===== src/rtl/mmio_pkg.sv =====
// rtl/mmio_pkg.sv - address map and CTRL bit positions for the MMIO responder
package mmio_pkg;

  localparam logic [31:0] UART_CTRL = 32'h8000_0000;
  localparam logic [31:0] UART_RX   = 32'h8000_0004;
  localparam logic [31:0] UART_TX   = 32'h8000_0008;
  localparam logic [31:0] UART_CC   = 32'h8000_0010;
  localparam logic [31:0] UART_IC   = 32'h8000_0014;
  localparam logic [31:0] UART_RST  = 32'h8000_0018;

  localparam int CTRL_TX_NOTFULL  = 0;
  localparam int CTRL_RX_NONEMPTY = 1;
  localparam int CTRL_TX_OVF      = 2;

endpackage


===== src/rtl/io_fifo.sv =====
// rtl/io_fifo.sv - synchronous FIFO with extra-MSB pointers; push is ignored when full, pop when empty
module io_fifo #(
  parameter int WIDTH = 8,
  parameter int DEPTH = 4
) (
  input  logic             clk,
  input  logic             rst,
  input  logic             push,
  input  logic             pop,
  input  logic [WIDTH-1:0] din,
  output logic [WIDTH-1:0] dout,
  output logic             full,
  output logic             empty
);

  localparam int AW = $clog2(DEPTH);

  logic [WIDTH-1:0] mem [DEPTH];
  logic [AW:0]      wptr;
  logic [AW:0]      rptr;

  assign empty = (wptr == rptr);
  assign full  = (wptr[AW] != rptr[AW]) && (wptr[AW-1:0] == rptr[AW-1:0]);
  // Empty reads as zero so stale storage never leaks to the bus or the UART.
  assign dout  = empty ? '0 : mem[rptr[AW-1:0]];

  always_ff @(posedge clk) begin
    if (rst) begin
      wptr <= '0;
      rptr <= '0;
    end else begin
      if (push && !full) begin
        mem[wptr[AW-1:0]] <= din;
        wptr              <= wptr + 1'b1;
      end
      if (pop && !empty) begin
        rptr <= rptr + 1'b1;
      end
    end
  end

endmodule


===== src/rtl/mmio_io.sv =====
// rtl/mmio_io.sv - MMIO responder: UART RX/TX FIFOs, cycle/instret counters, load data returned at mem/wb
module mmio_io
  import mmio_pkg::*;
#(
  parameter int FIFO_DEPTH = 4,
  parameter int DATA_W     = 8
) (
  input  logic              clk,
  input  logic              rst,
  input  logic [31:0]       addr,
  input  logic [31:0]       wdata,
  input  logic              io_rd_en,
  input  logic              io_wr_en,
  input  logic              data_out_ready,
  input  logic              data_in_valid,
  input  logic              inst_retire,
  output logic [31:0]       rdata,
  output logic [DATA_W-1:0] uart_tx_data,
  output logic              uart_tx_valid,
  input  logic              uart_tx_ready,
  input  logic [DATA_W-1:0] uart_rx_data,
  input  logic              uart_rx_valid,
  output logic              uart_rx_ready
);

  logic              rx_full, rx_empty, tx_full, tx_empty;
  logic [DATA_W-1:0] rx_head, tx_head;
  logic              tx_ovf;
  logic [31:0]       cc, ic;
  logic [31:0]       rd_val, rd_stage;
  logic              rd_pend;
  logic              clr;
  logic              unused_wdata;

  assign unused_wdata = ^wdata[31:DATA_W];

  assign uart_rx_ready = !rx_full;
  assign uart_tx_valid = !tx_empty;
  assign uart_tx_data  = tx_head;
  assign clr           = io_wr_en && (addr == UART_RST);

  io_fifo #(.WIDTH(DATA_W), .DEPTH(FIFO_DEPTH)) u_rx_fifo (
    .clk   (clk),
    .rst   (rst),
    .push  (uart_rx_valid),
    .pop   (data_out_ready),
    .din   (uart_rx_data),
    .dout  (rx_head),
    .full  (rx_full),
    .empty (rx_empty)
  );

  io_fifo #(.WIDTH(DATA_W), .DEPTH(FIFO_DEPTH)) u_tx_fifo (
    .clk   (clk),
    .rst   (rst),
    .push  (data_in_valid),
    .pop   (uart_tx_ready),
    .din   (wdata[DATA_W-1:0]),
    .dout  (tx_head),
    .full  (tx_full),
    .empty (tx_empty)
  );

  // Status and counters are sampled before this edge's updates.
  always_comb begin
    rd_val = '0;
    case (addr)
      UART_CTRL: begin
        rd_val[CTRL_TX_NOTFULL]  = !tx_full;
        rd_val[CTRL_RX_NONEMPTY] = !rx_empty;
        rd_val[CTRL_TX_OVF]      = tx_ovf;
      end
      UART_RX: rd_val = 32'(rx_head);
      UART_CC: rd_val = cc;
      UART_IC: rd_val = ic;
      default: rd_val = '0;
    endcase
  end

  always_ff @(posedge clk) begin
    if (rst) begin
      cc       <= '0;
      ic       <= '0;
      tx_ovf   <= 1'b0;
      rd_pend  <= 1'b0;
      rd_stage <= '0;
      rdata    <= '0;
    end else begin
      cc <= clr ? '0 : cc + 32'd1;
      if (clr) begin
        ic <= '0;
      end else if (inst_retire) begin
        ic <= ic + 32'd1;
      end
      if (clr) begin
        tx_ovf <= 1'b0;
      end else if (data_in_valid && tx_full) begin
        tx_ovf <= 1'b1;
      end
      // Two-stage load path so rdata lands with the core's mem/wb stage.
      rd_pend <= io_rd_en;
      if (io_rd_en) begin
        rd_stage <= rd_val;
      end
      if (rd_pend) begin
        rdata <= rd_stage;
      end
    end
  end

endmodule


===== config.mk =====
export PLATFORM = sky130hd
export DESIGN_NAME = mmio_io
export DESIGN_NICKNAME = d
export VERILOG_FILES = /design/src/rtl/mmio_pkg.sv /design/src/rtl/io_fifo.sv /design/src/rtl/mmio_io.sv
export SDC_FILE = /design/constraint.sdc
export NUM_CORES = 1
export LEC_CHECK = 0
export ABC_AREA = 1
export ABC_CLOCK_PERIOD_IN_PS = 2600
export CORE_MARGIN = 3
export CORE_UTILIZATION = 55
export CTS_CLUSTER_SIZE = 8
export DETAILED_ROUTE_END_ITERATION = 10
export HOLD_SLACK_MARGIN = 0.15
export PLACE_DENSITY = 0.89
export SLEW_MARGIN = 20
export SYNTH_ARGS = -nofsm -noshare
export SYNTH_HDL_FRONTEND = slang
export SYNTH_SLANG_ARGS = --single-unit

===== constraint.sdc =====
create_clock -name clk -period 2.6 [get_ports clk]
set_input_delay 0.52 -clock clk [delete_from_list [all_inputs] [get_ports clk]]
set_output_delay 0.52 -clock clk [all_outputs]
set_load 0.02 [all_outputs]

# [Yosys cells after proc, flatten, opt, wreduce, memory -nomap -nowiden]
# Memories as Yosys holds them, arrays and structs flattened. A register that Yosys moved wholly into a read port is not among the register bits.
# Cells that the tools add are included.
[totals] reg_bits=142 latch_bits=0 ramBits=64 romBits=0 out_inout_bits=42 wordCells=56 mem_count=2
[memory_table] name="u_rx_fifo.mem" depth=4 width=8 rd=1 rd_ports_with_merged_regs=1 write_ports=1 line_no="io_fifo.sv:18" text="logic [WIDTH-1:0] mem [DEPTH];"
[memory_table] name="u_tx_fifo.mem" depth=4 width=8 rd=1 rd_ports_with_merged_regs=1 write_ports=1 line_no="io_fifo.sv:18"
[classes] addsub=6 mul=0 div=0 n_lt_le_gt_ge=0 n_eq_ne=11 shift=0 muxes=14 bitwise=0 reduce_logical=13
[op_table] operator="32-bit equality test (second input constant)" n=5
[op_table] operator="29-bit one-hot mux with 3 select lines" n=1
[op_table] operator="32-bit by 1-bit adder with 32-bit output (second input constant)" n=2
[op_table] operator="8-bit two-way mux" n=2
[op_table] operator="3-bit by 1-bit adder with 3-bit output (second input constant)" n=4
[op_table] operator="3-bit one-hot mux with 4 select lines" n=1
[op_table] operator="1-bit logical AND" n=8
[op_table] operator="2-bit two-way mux" n=4
[op_table] operator="3-bit equality test" n=2
[op_table] operator="1-bit two-way mux" n=6
[op_table] operator="2-bit equality test" n=2
[op_table] operator="1-bit logical NOT" n=4
[op_table] operator="1-bit inequality test" n=2
[op_table] operator="2-bit OR reduction" n=1

# [Longest topological paths before layout]
[logic_depth] depth_word=7 ltp_mapped=12

# [Hierarchy]
# From an unflattened synthesis, not the netlist that was laid out.
[hier_totals] hier_cells=1249 area_unflattened_um2=9795.6
[by_module_without_submodules] module="mmio_io" instances=1 cells_per_inst=895 area_per_inst_um2=6192.2
[by_module_without_submodules] module="io_fifo" instances=2 cells_per_inst=177 area_per_inst_um2=1801.7

# [Worst setup path before layout]
# Ideal clock, no wire load.
[synth_timing] kind="input port to flip-flop" from="in rst" to="mem u_rx_fifo.mem[0][0], enable pin" setup_time_ns=0.371 arrival_time_ns=1.720 required_time_ns=2.229 path_slack_ns=0.510 cell_stages=6 cell_sequence="clkbuf_1 -> inv_1 -> clkbuf_1 -> clkbuf_1 -> nand2_1 -> nor2_1"
[synth_between] elab_chain_cells=2
[synth_rtl] item="start: declaration" line_no="mmio_io.sv:9" text="input logic rst,"
[synth_rtl] item="1-bit two-way mux" line_no="io_fifo.sv:28" text="if (rst) begin"
[synth_rtl] item="1-bit two-way mux (implied by the code)" line_no="io_fifo.sv:33" text="mem[wptr[AW-1:0]] <= din;"
[synth_rtl] item="end: declaration" line_no="io_fifo.sv:18"
# Every way passes these cells.

==> summary.md <==
| Metric | Value |
|---|---|
| VDD IR max | `0.5429 mV` |
| Worst EP arrival | `between 1.5 and 2 ns` |
| CTS tree | `yes` |
| Minimum clock period | `roughly 2.5 ns` |
| ANT nets after route | `0` |
| Post-synthesis register bit count | `210` |
| Synth top area cells | `dfxtp_1 (31%), edfxtp_1 (20%), nand2_1 (10%)` |
| Hold Buf Count CTS | `0` |
| Max Fclk | `around 400 MHz` |
| Die Width | `137.9 um` |
| Crit path capture type | `primary output` |
| Nets@finish | `1424` |
| IO buf count | `98` |
| Top-count cell post-synth | `nand2_1` |
| Cell area after layout | `approximately 0.012 mm^2` |
| Hold Violations, Final | `0` |
| Num rows | `47` |
| Critical-path cell list | `inv_2 -> buf_6 -> nor2_1 -> o32ai_1 -> nand2_1 -> inv_1 -> dlygate4sd2_1` |
| Final Util | `69.50%` |
| Average wire per standard cell | `around 16 um` |
| Global route overflow | `0` |
| DRT Pass-1 Iters | `5` |
| Syn Area/Cell | `just under 8 um^2` |
| Fin crit share | `96.73%` |
| Clock Pin Slew Worst Setup and Hold Paths | `0.05 ns` |
| WP buf/inv | `4` |
| Initial Util | `approximately 57%` |
| Setup WS pre-CTS | `about 0.25 ns` |
| Synth cell count leaders | `nand2_1 (261), nor2_1 (214), dfxtp_1 (146), inv_1 (132), o21ai_0 (68)` |
| Ys async rst share | `0%` |
| H-tree depth | `1` |
| Total placed cells including tap cells | `about 1500` |
| Diode count | `0` |
| Fraction of layout cells with a size suffix above 1 | `7.520%` |
| Setup Skew | `0.02245 ns` |
| Total Routing Usage GR | `26.44%` |
| Vias post-DR | `roughly 8800` |
| # Max-Cap Violations | `0` |
| Residual DRC | `0` |
| Startpoint Class | `flip-flop` |
| Detailed-route wire length | `about 26 mm` |
| Worst-Margin Slew | `~1 ns` |
| CTS root buf | `clkbuf_16` |
| Worst Setup Slack, final | `0.08504 ns` |
| Cell taking the most area after synthesis | `dfxtp_1` |
| Vias in the first global route | `8600` |
| Number of I/O pins | `about 120` |
| Final-layout fill cell count | `roughly 1200` |
| Global-route wire length before repair | `approximately 41 mm` |
| HPWL Detailed | `roughly 17 mm` |
| Final Power | `between 8 and 9 mW` |
| Leak Pwr | `4.582 nW` |
| Num CTS Buffers | `30` |
| Post-Layout Cell Count | `around 1600` |
| DR iter-0 viols | `roughly 830` |
| Yosys warns | `0` |
| HP Class | `flip-flop to flip-flop` |
| Main synth FF type | `dfxtp_1` |
| Critical-path top delay cell | `dfxtp_1` |
| Die area | `0.01901 mm^2` |
| Core footprint | `approximately 0.017 mm^2` |
| Seq/Total Area, Yosys | `approximately half` |
| Clk sinks | `210` |
| Chip Height | `~140 um` |
| Synth top area share | `between 30% and 40%` |
| Slew headroom | `approximately a third` |
| Clk_lat worst skew | `between 0.5 and 0.6 ns` |
| # setup viols final | `0` |
| Sum of negative setup slack | `0 ns` |
| Required @ worst endpoint | `between 2 and 2.5 ns` |
| Yosys cell types | `42` |
| Initial antenna violation count | `0` |
| Final GP Congestion | `0.9017` |
| Crit-path max cell delay | `roughly 0.34 ns` |
| Largest net degree at the start of global routing | `35` |
| Layout area overhead | `22.20%` |
| Synthesized Nets | `around 1300` |
| CTS max path bufs | `3` |
| Worst hold slack | `0.4690 ns` |
| Post-synthesis cell count | `roughly 1200` |
| Crit-path max FO | `12` |
| Vias per cell | `around 5.6` |
| P per Cell Area | `690.0 mW/mm^2` |
| Post-Syn Area | `~0.0096 mm^2` |
| Final max-slew violation count | `0` |
| EDFF count, synth | `64` |
| Outcome | `finished, final reports clean` |
| Post-DP Area | `about 0.011 mm^2` |
| Crit Path Category | `flip-flop to primary output` |
| Crit path max-delay family | `buffers and inverters` |
[final cells by class]
type	instances	area [um^2]	share of cell area (%)
clock buffer	43	820.8	7.022
clock inverter	1	7.507	0.06423
inverter	141	531.8	4.549
multi-input combinational	826	4054	34.68
sequential	210	4846	41.46
tap	220	275.3	2.355
timing repair buffer	122	1154	9.869
[worst min-delay path, stage by stage (launching register included)]
cell	delay, ns
dfxtp_1	0.31
nand2_1	0.06
a21oi_1	0.05
[kinds of logic after synthesis]
kind of cell	count (synthesis)	synth area share (%)
AND/OR/NAND/NOR	607	27.69
flip-flops	210	50.65
buffers and inverters	180	7.247
AO/OA/AOI/OAI	172	9.640
XOR/XNOR	35	3.205
adder cells (fa/ha/maj)	12	1.570
[cell usage in the layout (no fill, tap or decap), types with 3 or more instances in the layout]
cell | Yosys | routed
nand2_1 | 261 | 261
nor2_1 | 214 | 214
dfxtp_1 | 146 | 145
inv_1 | 132 | 131
clkdlybuf4s50_1 | 0 | 89
o21ai_0 | 68 | 68
a21oi_1 | 67 | 67
edfxtp_1 | 64 | 64
nand3_1 | 53 | 53
clkbuf_16 | 0 | 31
nor3_1 | 25 | 25
buf_4 | 0 | 23
xor2_1 | 22 | 21
o22ai_1 | 17 | 17
xnor2_1 | 13 | 13
nand4_1 | 12 | 12
ha_1 | 12 | 12
clkbuf_1 | 24 | 12
dlygate4sd2_1 | 0 | 9
o32ai_1 | 8 | 7
nor2_2 | 7 | 7
o21ai_1 | 8 | 7
inv_2 | 4 | 5
nand3_2 | 5 | 5
nor2_4 | 4 | 4
clkinv_1 | 4 | 4
nor4_1 | 4 | 4
or2_2 | 4 | 4
nor3_2 | 3 | 3
[routing by layer]
metal / global-route usage [%] / part of all wire [%]
met3: 5.044 / 8.9
met2: 47.42 / 50
met5: 0 / 0
met4: 10.43 / 3.3
met1: 31.22 / 38
[state kept, by name, indices dropped and copies added, names as in the netlist, 32 cells and up, named ones only]
| signal | count |
|---|---|
| cc | 32 |
| ic | 32 |
| rd_stage | 32 |
| rdata | 32 |
| u_rx_fifo.mem | 32 |
| u_tx_fifo.mem | 32 |
[power by group]
group / total [mW] / internal (mW) / switching (mW)
logic: 1.02 / 0.393 / 0.624
clock network: 3.46 / 2.13 / 1.33
registers: 3.59 / 3.48 / 0.101
[repair_timing]
action	4_1_cts	5_1_grt
setup buffers	0	0
endpoints found under the hold margin	0	0
resized for setup	13	1
setup endpoints to repair	9	1
[path summary, 6_finish.rpt]
| kind | endpoint | start | depth (start not counted) | slack [ns] |
|---|---|---|---|---|
| max | uart_tx_data[7] | flip-flop | 7 | 0.09 |
| min | rd_stage[29] | rd_stage[29] | 2 | 0.47 |
| max reg2reg | u_rx_fifo.mem[3][2] | u_rx_fifo.wptr[2] | 6 | 0.54 |
| min reg2reg | rd_stage[29] | rd_stage[29] | 2 | 0.47 |
Power figures use the tool's default switching activity.
